--- src/rtl/vector_wb_collector_if.sv ---
// Bundle of vector ALU result ports, issue select, RF write port and status flags.
interface vector_wb_collector_if;
   logic [1:0]   in_VALU_cs;
   logic         in_VSFX_RFTargetRegEn;
   logic         in_VCFX_RFTargetRegEn;
   logic         in_VFPU_RFTargetRegEn;
   logic [0:4]   in_VSFX_RFTargetRegister;
   logic [0:4]   in_VCFX_RFTargetRegister;
   logic [0:4]   in_VFPU_RFTargetRegister;
   logic [0:127] in_VSFX_RFResult;
   logic [0:127] in_VCFX_RFResult;
   logic [0:127] in_VFPU_RFResult;
   logic         in_VSFX_Sat;
   logic         in_VCFX_Sat;
   logic         in_VFPU_Sat;
   logic         in_RFWrGnt;
   logic         WB_RFWrEn;
   logic [0:4]   WB_RFWrAddr;
   logic [0:127] WB_RFWrData;
   logic         WB_VSCREn;
   logic         WB_VSCRData;
   logic         WB_Hold;
   logic         WB_Overflow;

   // Collector side
   modport slave (
      input  in_VALU_cs,
      input  in_VSFX_RFTargetRegEn, in_VCFX_RFTargetRegEn, in_VFPU_RFTargetRegEn,
      input  in_VSFX_RFTargetRegister, in_VCFX_RFTargetRegister, in_VFPU_RFTargetRegister,
      input  in_VSFX_RFResult, in_VCFX_RFResult, in_VFPU_RFResult,
      input  in_VSFX_Sat, in_VCFX_Sat, in_VFPU_Sat,
      input  in_RFWrGnt,
      output WB_RFWrEn, WB_RFWrAddr, WB_RFWrData, WB_VSCREn, WB_VSCRData,
      output WB_Hold, WB_Overflow
   );

   // ALU / issue / RF side
   modport master (
      output in_VALU_cs,
      output in_VSFX_RFTargetRegEn, in_VCFX_RFTargetRegEn, in_VFPU_RFTargetRegEn,
      output in_VSFX_RFTargetRegister, in_VCFX_RFTargetRegister, in_VFPU_RFTargetRegister,
      output in_VSFX_RFResult, in_VCFX_RFResult, in_VFPU_RFResult,
      output in_VSFX_Sat, in_VCFX_Sat, in_VFPU_Sat,
      output in_RFWrGnt,
      input  WB_RFWrEn, WB_RFWrAddr, WB_RFWrData, WB_VSCREn, WB_VSCRData,
      input  WB_Hold, WB_Overflow
   );
endinterface

--- src/rtl/vector_wb_collector.sv ---
// In-order writeback buffer between the vector ALU result ports and the shared
// register-file write port, with credit-based issue hold.
module vector_wb_collector #(
   parameter int unsigned DEPTH = 8
) (
   input logic                 clk,
   input logic                 rst,
   vector_wb_collector_if.slave io_wb
);
   localparam int unsigned PtrW = $clog2(DEPTH);
   localparam int unsigned CntW = $clog2(DEPTH + 1);

   logic [0:4]      r_addr [DEPTH];
   logic [0:127]    r_data [DEPTH];
   logic            r_sat  [DEPTH];
   logic [PtrW-1:0] r_head;
   logic [PtrW-1:0] r_tail;
   logic [CntW-1:0] r_count;
   logic [CntW-1:0] r_pending;
   logic            r_overflow;

   // Arrivals indexed in age order: 0 = VFPU (oldest), 1 = VCFX, 2 = VSFX
   logic [2:0]      w_arr_v;
   logic [0:4]      w_arr_addr [3];
   logic [0:127]    w_arr_data [3];
   logic            w_arr_sat  [3];
   logic [2:0]      w_wr_en;
   logic [PtrW-1:0] w_wr_slot  [3];
   logic [1:0]      w_n_acc;
   logic            w_drop;
   logic [CntW-1:0] w_free;
   logic            w_rd_valid;
   logic            w_pop;
   logic            w_issue;
   logic            w_hold;
   logic [CntW-1:0] w_count_nxt;
   logic [CntW-1:0] w_pending_nxt;
   logic            w_ovf_set;

   // Pointer advance with wrap at DEPTH (DEPTH need not be a power of two)
   function automatic logic [PtrW-1:0] ptr_add(input logic [PtrW-1:0] p, input logic [1:0] n);
      logic [PtrW+1:0] s;
      s = {2'b00, p} + {{PtrW{1'b0}}, n};
      if (s >= (PtrW + 2)'(DEPTH)) begin
         s = s - (PtrW + 2)'(DEPTH);
      end
      return s[PtrW-1:0];
   endfunction

   assign w_rd_valid = (r_count != '0);
   assign w_pop      = w_rd_valid & io_wb.in_RFWrGnt;
   assign w_issue    = |io_wb.in_VALU_cs;
   assign w_hold     = (r_pending == CntW'(DEPTH));
   assign w_free     = CntW'(DEPTH) - r_count;

   // Gather arrivals and allocate consecutive tail slots, dropping what does not fit
   always_comb begin
      w_arr_v       = {io_wb.in_VSFX_RFTargetRegEn, io_wb.in_VCFX_RFTargetRegEn,
                       io_wb.in_VFPU_RFTargetRegEn};
      w_arr_addr[0] = io_wb.in_VFPU_RFTargetRegister;
      w_arr_addr[1] = io_wb.in_VCFX_RFTargetRegister;
      w_arr_addr[2] = io_wb.in_VSFX_RFTargetRegister;
      w_arr_data[0] = io_wb.in_VFPU_RFResult;
      w_arr_data[1] = io_wb.in_VCFX_RFResult;
      w_arr_data[2] = io_wb.in_VSFX_RFResult;
      w_arr_sat[0]  = io_wb.in_VFPU_Sat;
      w_arr_sat[1]  = io_wb.in_VCFX_Sat;
      w_arr_sat[2]  = io_wb.in_VSFX_Sat;
      w_wr_en       = '0;
      w_n_acc       = '0;
      w_drop        = 1'b0;
      for (int k = 0; k < 3; k++) begin
         w_wr_slot[k] = r_tail;
         if (w_arr_v[k]) begin
            if (CntW'(w_n_acc) < w_free) begin
               w_wr_en[k]   = 1'b1;
               w_wr_slot[k] = ptr_add(r_tail, w_n_acc);
               w_n_acc      = w_n_acc + 2'd1;
            end else begin
               w_drop = 1'b1;
            end
         end
      end
   end

   // Next occupancy, credit count and protocol-error detection
   always_comb begin
      w_count_nxt   = r_count + CntW'(w_n_acc) - CntW'(w_pop);
      w_pending_nxt = r_pending;
      unique case ({w_issue, w_pop})
         2'b10:   if (!w_hold) w_pending_nxt = r_pending + 1'b1;
         2'b01:   if (r_pending != '0) w_pending_nxt = r_pending - 1'b1;
         default: w_pending_nxt = r_pending;
      endcase
      w_ovf_set = (w_issue & w_hold) | w_drop | ((|w_arr_v) & (r_pending == '0));
   end

   // Control state: pointers, occupancy, credits and sticky overflow
   always_ff @(posedge clk or posedge rst) begin
      if (rst) begin
         r_head     <= '0;
         r_tail     <= '0;
         r_count    <= '0;
         r_pending  <= '0;
         r_overflow <= 1'b0;
      end else begin
         r_tail     <= ptr_add(r_tail, w_n_acc);
         r_head     <= w_pop ? ptr_add(r_head, 2'd1) : r_head;
         r_count    <= w_count_nxt;
         r_pending  <= w_pending_nxt;
         r_overflow <= r_overflow | w_ovf_set;
      end
   end

   // Buffer storage needs no reset; validity is tracked by r_count
   always_ff @(posedge clk) begin
      for (int k = 0; k < 3; k++) begin
         if (w_wr_en[k]) begin
            r_addr[w_wr_slot[k]] <= w_arr_addr[k];
            r_data[w_wr_slot[k]] <= w_arr_data[k];
            r_sat[w_wr_slot[k]]  <= w_arr_sat[k];
         end
      end
   end

   // Head entry drives the write port; zeroed while empty so reset outputs are clean
   always_comb begin
      io_wb.WB_RFWrEn   = w_rd_valid;
      io_wb.WB_RFWrAddr = '0;
      io_wb.WB_RFWrData = '0;
      io_wb.WB_VSCREn   = w_pop;
      io_wb.WB_VSCRData = w_pop & r_sat[r_head];
      io_wb.WB_Hold     = w_hold;
      io_wb.WB_Overflow = r_overflow;
      if (w_rd_valid) begin
         io_wb.WB_RFWrAddr = r_addr[r_head];
         io_wb.WB_RFWrData = r_data[r_head];
      end
   end
endmodule

--- src/flat_wrapper.sv ---
// flat-port wrapper written by rule: the top's interface ports become plain ports
module vector_wb_collector_flat 
#(
   parameter int unsigned DEPTH = 8
)
  (clk, rst, io_wb_in_VALU_cs, io_wb_in_VSFX_RFTargetRegEn, io_wb_in_VCFX_RFTargetRegEn, io_wb_in_VFPU_RFTargetRegEn, io_wb_in_VSFX_RFTargetRegister, io_wb_in_VCFX_RFTargetRegister, io_wb_in_VFPU_RFTargetRegister, io_wb_in_VSFX_RFResult, io_wb_in_VCFX_RFResult, io_wb_in_VFPU_RFResult, io_wb_in_VSFX_Sat, io_wb_in_VCFX_Sat, io_wb_in_VFPU_Sat, io_wb_in_RFWrGnt, io_wb_WB_RFWrEn, io_wb_WB_RFWrAddr, io_wb_WB_RFWrData, io_wb_WB_VSCREn, io_wb_WB_VSCRData, io_wb_WB_Hold, io_wb_WB_Overflow);
  vector_wb_collector_if io_wb_i ();
  input logic clk;
  input logic rst;
  input wire logic [$bits(io_wb_i.in_VALU_cs)-1:0] io_wb_in_VALU_cs;
  input wire logic [$bits(io_wb_i.in_VSFX_RFTargetRegEn)-1:0] io_wb_in_VSFX_RFTargetRegEn;
  input wire logic [$bits(io_wb_i.in_VCFX_RFTargetRegEn)-1:0] io_wb_in_VCFX_RFTargetRegEn;
  input wire logic [$bits(io_wb_i.in_VFPU_RFTargetRegEn)-1:0] io_wb_in_VFPU_RFTargetRegEn;
  input wire logic [$bits(io_wb_i.in_VSFX_RFTargetRegister)-1:0] io_wb_in_VSFX_RFTargetRegister;
  input wire logic [$bits(io_wb_i.in_VCFX_RFTargetRegister)-1:0] io_wb_in_VCFX_RFTargetRegister;
  input wire logic [$bits(io_wb_i.in_VFPU_RFTargetRegister)-1:0] io_wb_in_VFPU_RFTargetRegister;
  input wire logic [$bits(io_wb_i.in_VSFX_RFResult)-1:0] io_wb_in_VSFX_RFResult;
  input wire logic [$bits(io_wb_i.in_VCFX_RFResult)-1:0] io_wb_in_VCFX_RFResult;
  input wire logic [$bits(io_wb_i.in_VFPU_RFResult)-1:0] io_wb_in_VFPU_RFResult;
  input wire logic [$bits(io_wb_i.in_VSFX_Sat)-1:0] io_wb_in_VSFX_Sat;
  input wire logic [$bits(io_wb_i.in_VCFX_Sat)-1:0] io_wb_in_VCFX_Sat;
  input wire logic [$bits(io_wb_i.in_VFPU_Sat)-1:0] io_wb_in_VFPU_Sat;
  input wire logic [$bits(io_wb_i.in_RFWrGnt)-1:0] io_wb_in_RFWrGnt;
  output wire logic [$bits(io_wb_i.WB_RFWrEn)-1:0] io_wb_WB_RFWrEn;
  output wire logic [$bits(io_wb_i.WB_RFWrAddr)-1:0] io_wb_WB_RFWrAddr;
  output wire logic [$bits(io_wb_i.WB_RFWrData)-1:0] io_wb_WB_RFWrData;
  output wire logic [$bits(io_wb_i.WB_VSCREn)-1:0] io_wb_WB_VSCREn;
  output wire logic [$bits(io_wb_i.WB_VSCRData)-1:0] io_wb_WB_VSCRData;
  output wire logic [$bits(io_wb_i.WB_Hold)-1:0] io_wb_WB_Hold;
  output wire logic [$bits(io_wb_i.WB_Overflow)-1:0] io_wb_WB_Overflow;
  assign io_wb_i.in_VALU_cs = io_wb_in_VALU_cs;
  assign io_wb_i.in_VSFX_RFTargetRegEn = io_wb_in_VSFX_RFTargetRegEn;
  assign io_wb_i.in_VCFX_RFTargetRegEn = io_wb_in_VCFX_RFTargetRegEn;
  assign io_wb_i.in_VFPU_RFTargetRegEn = io_wb_in_VFPU_RFTargetRegEn;
  assign io_wb_i.in_VSFX_RFTargetRegister = io_wb_in_VSFX_RFTargetRegister;
  assign io_wb_i.in_VCFX_RFTargetRegister = io_wb_in_VCFX_RFTargetRegister;
  assign io_wb_i.in_VFPU_RFTargetRegister = io_wb_in_VFPU_RFTargetRegister;
  assign io_wb_i.in_VSFX_RFResult = io_wb_in_VSFX_RFResult;
  assign io_wb_i.in_VCFX_RFResult = io_wb_in_VCFX_RFResult;
  assign io_wb_i.in_VFPU_RFResult = io_wb_in_VFPU_RFResult;
  assign io_wb_i.in_VSFX_Sat = io_wb_in_VSFX_Sat;
  assign io_wb_i.in_VCFX_Sat = io_wb_in_VCFX_Sat;
  assign io_wb_i.in_VFPU_Sat = io_wb_in_VFPU_Sat;
  assign io_wb_i.in_RFWrGnt = io_wb_in_RFWrGnt;
  assign io_wb_WB_RFWrEn = io_wb_i.WB_RFWrEn;
  assign io_wb_WB_RFWrAddr = io_wb_i.WB_RFWrAddr;
  assign io_wb_WB_RFWrData = io_wb_i.WB_RFWrData;
  assign io_wb_WB_VSCREn = io_wb_i.WB_VSCREn;
  assign io_wb_WB_VSCRData = io_wb_i.WB_VSCRData;
  assign io_wb_WB_Hold = io_wb_i.WB_Hold;
  assign io_wb_WB_Overflow = io_wb_i.WB_Overflow;
  vector_wb_collector #(.DEPTH(DEPTH)) u_core (.clk(clk), .rst(rst), .io_wb(io_wb_i));
endmodule
--- config.mk ---
export PLATFORM = sky130hd
export DESIGN_NAME = vector_wb_collector_flat
export DESIGN_NICKNAME = d
export VERILOG_FILES = /design/src/rtl/vector_wb_collector_if.sv /design/src/rtl/vector_wb_collector.sv /design/src/flat_wrapper.sv
export SDC_FILE = /design/constraint.sdc
export NUM_CORES = 2
export LEC_CHECK = 0
export ABC_AREA = 1
export CAP_MARGIN = 20
export CORE_AREA = 2 2 424 426
export CTS_CLUSTER_SIZE = 40
export DETAILED_ROUTE_END_ITERATION = 6
export DIE_AREA = 0 0 426 428
export GPL_ROUTABILITY_DRIVEN = 0
export PLACE_DENSITY = 0.58
export SYNTH_ARGS = -nofsm -noshare
export SYNTH_HDL_FRONTEND = slang
export SYNTH_SLANG_ARGS = --single-unit
--- constraint.sdc ---
create_clock -name clk -period 7.4 [get_ports clk]
set_input_delay 1.48 -clock clk [delete_from_list [all_inputs] [get_ports clk]]
set_output_delay 1.48 -clock clk [all_outputs]
set_load 0.1 [all_outputs]
==> metrics <==
area added between synthesis and finish=13.9%; Crit path max-delay family=buffers and inverters; CTS tree=done; fin crit period=6.47 ns; layout cells sized above 1=0.0403; largest net degree at the start of global routing=175; simple logic cell fraction of the synthesized area=0.307; cells along the critical path=inv_8 -> buf_4 -> o21ai_0 -> o22ai_1 -> o21ai_0 -> a31oi_1 -> clkdlybuf4s50_1; post-synthesis adder-cell area fraction=0.00396; Seq cells post-synth=approximately 1100; clk buf depth=3; CP arrival=around 5 ns; global-route usage over all layers=0.321; type of origin of the critical path=register; vias per cell=just over 6; Iter 0 DRT Violations=9370; port bufs=547; Setup Viol. Count Final=0; die area=0.182 mm²; HPWL Detailed=159000 µm; number of global-route vias before repair=~68000; total setup buffers inserted after CTS=0; highest routing layer actually used=met5; antenna violations before repair=a little over 40; failing checks=design-rule violations; cell area after synthesis=0.0708 mm²; Final Cell Area=0.0807 mm²; CTS sink count=around 1100; Syn. warnings=0; Final TNS setup=0 ns; mux contribution to synthesized area=0; Crit path buffers/inverters=3; chip height=between 400 and 500 µm; status=complete, but fails checks; clk slew on worst S/H paths=approximately 0.05 ns; Crit-path slowest cell=clkdlybuf4s50_1; largest stage delay on the critical path=1.22 ns; Crit Path Category=register to primary output; DP Area=~0.076 mm²; Hold-fix buffers, CTS=0; leading area contributor after synthesis=edfxtp_1; Avg Cell Area, Syn=7.36 µm²; post-synthesis compound-gate area fraction=0.148; Skew-Pair Late Insertion Delay=about 0.8 ns; fmax=around 0.15 GHz; CP Capture Type=primary output; synth top area cells=edfxtp_1 45%, nand2_1 17%, o21ai_0 8.1%; total congestion overflow=0; HP Class=register to register; max-slew violations=0; Nets=roughly 9800; Final ANT Viol Nets=0; Yosys cell types=41; Die W=roughly 430 µm; CP required=about 5.9 ns; post-synthesis cell count=9628; # IOs=548; Wirelength per Cell=25.7 µm; combinational family with the most area after synthesis=simple AND/OR/NAND/NOR gates; Core ar.=0.178 mm²; Inserted Clock Buffers=approximately 140; Routed WL=roughly 300000 µm; worst-path fanout max=approximately 120; row cnt=roughly 160; Crit path top cell by count=o21ai_0; drt drc=2; share of the synthesized area in the top cell type=0.455; # resized after CTS=0; initial core utilization=0.399; total number of vias=~70000; RSZ-0062 raised after global routing=no; DR WL met3=between 30000 and 40000 µm; met1 wire length=approximately 110000 µm; H-tree Lvls=4; Max-slew headroom=0.221; Initial DRT Pass Iterations=7; maxcap violations=0; first-pass GRT wire length=445000 µm; Tcrit/Tclk final=0.875; Root Buffer=clkbuf_16; Hold Vio Cnt, Final=0; Post-Syn Nets=a little over 10000; DR WL met2=roughly 140000 µm; final clock skew=between 0.015 and 0.02 ns; worst-margin pin slew=approximately 1.2 ns; xor/xnor share of the synthesized area=0.00134; sequential fraction of the synthesis area=0.460
## worst paths after layout
check / slack, ns / cells past startpoint / startpoint / end
min in group asynchronous: 1.11 / 2 / rst / u_core.io_wb.WB_Overflow
setup reg to reg: 1.92 / 18 / u_core.r_count[0] / u_core.r_data[4][5]
hold reg to reg: 0.50 / 1 / u_core.r_pending[0] / u_core.r_pending[0]
setup / recovery: 0.93 / 7 / u_core.r_head[0] / io_wb_WB_RFWrData[83]
hold / removal: 0.50 / 1 / u_core.r_pending[0] / u_core.r_pending[0]
max in group asynchronous: 5.77 / 2 / rst / u_core.r_head[1]
## registers in the layout, indices dropped and copies added (netlist names)
name,count
u_core.io_wb.WB_Overflow,1
u_core.r_addr,40
u_core.r_count,4
u_core.r_data,1024
u_core.r_head,3
u_core.r_pending,4
u_core.r_sat,8
u_core.r_tail,3
## metal layers
layer	vias up	global-route usage
li1	32400	-
met1	34200	0.408
met2	4711	0.518
met3	832	0.0573
met4	28	0.175
met5	-	0
## cell type report
type                       instances  area [µm²]
clock inverter                    62         454
inverter                         170         661
tap                             2355        2950
clock buffer                     181        3740
antenna                           26        65.1
sequential                      1087       32600
timing repair buffer             695        7310
fill                           17400       97000
multi-input combinational       7241       32900
## per-stage QoR
| stage | hold WS [ns] | setup slack, ns | utilization | instances |
|---|---|---|---|---|
| 2_1_floorplan | 0.464 | 0.808 | - | 9628 |
| 3_3_place_gp | 0.490 | 1.14 | 0.430 | 11500 |
| 3_5_place_dp | 0.500 | 1.08 | 0.430 | 11500 |
| 4_1_cts | 0.508 | 0.889 | 0.454 | 11800 |
| 5_1_grt | 0.526 | 0.732 | 0.454 | 11800 |
| 6_report | 0.504 | 0.926 | 0.454 | 11800 |
## kinds of logic (layout without fill, tap and decap cells)
family                     count (synthesis)  in the layout
AOI/OAI and AO/OA                       2022           2022
buffers and inverters                   1300           1108
other                                      0             26
adders and majority gates                 20             20
DFF                                     1087           1087
xor gates and xnor gates                  10             10
and+or+nand+nor                         5189           5189
## synthesized netlist by cell type (all sizes together)
library cell / n
nand2: 3250
o21ai: 1745
edfxtp: 1072
nor2: 820
clkbuf: 614
nand3: 565
nand4: 551
buf: 516
inv: 168
a31oi: 135
o22ai: 135
ha: 16
dfrtp: 15
xor2: 6
a21oi: 4
fa: 4
xnor2: 4
clkinv: 2
a211oi: 1
nand3b: 1
nor3: 1
o2111ai: 1
o31ai: 1
or2: 1
## layout by cell type, fill, tap and decap left out, drive strengths merged
cell type      count
nand2           3250
o21ai           1745
edfxtp          1072
nor2             820
nand3            565
nand4            551
clkdlybuf4s50    538
clkbuf           181
inv              172
buf              157
o22ai            135
a31oi            135
clkinv            52
diode             26
ha                16
dfrtp             15
xor2               6
bufinv             5
xnor2              4
fa                 4
a21oi              4
clkinvlp           3
nand3b             1
nor3               1
o2111ai            1
o31ai              1
a211oi             1
or2                1
Power is left out: the tool's default activity adds up to more than one toggle a clock period on the data nets, which glitch-free logic cannot reach.
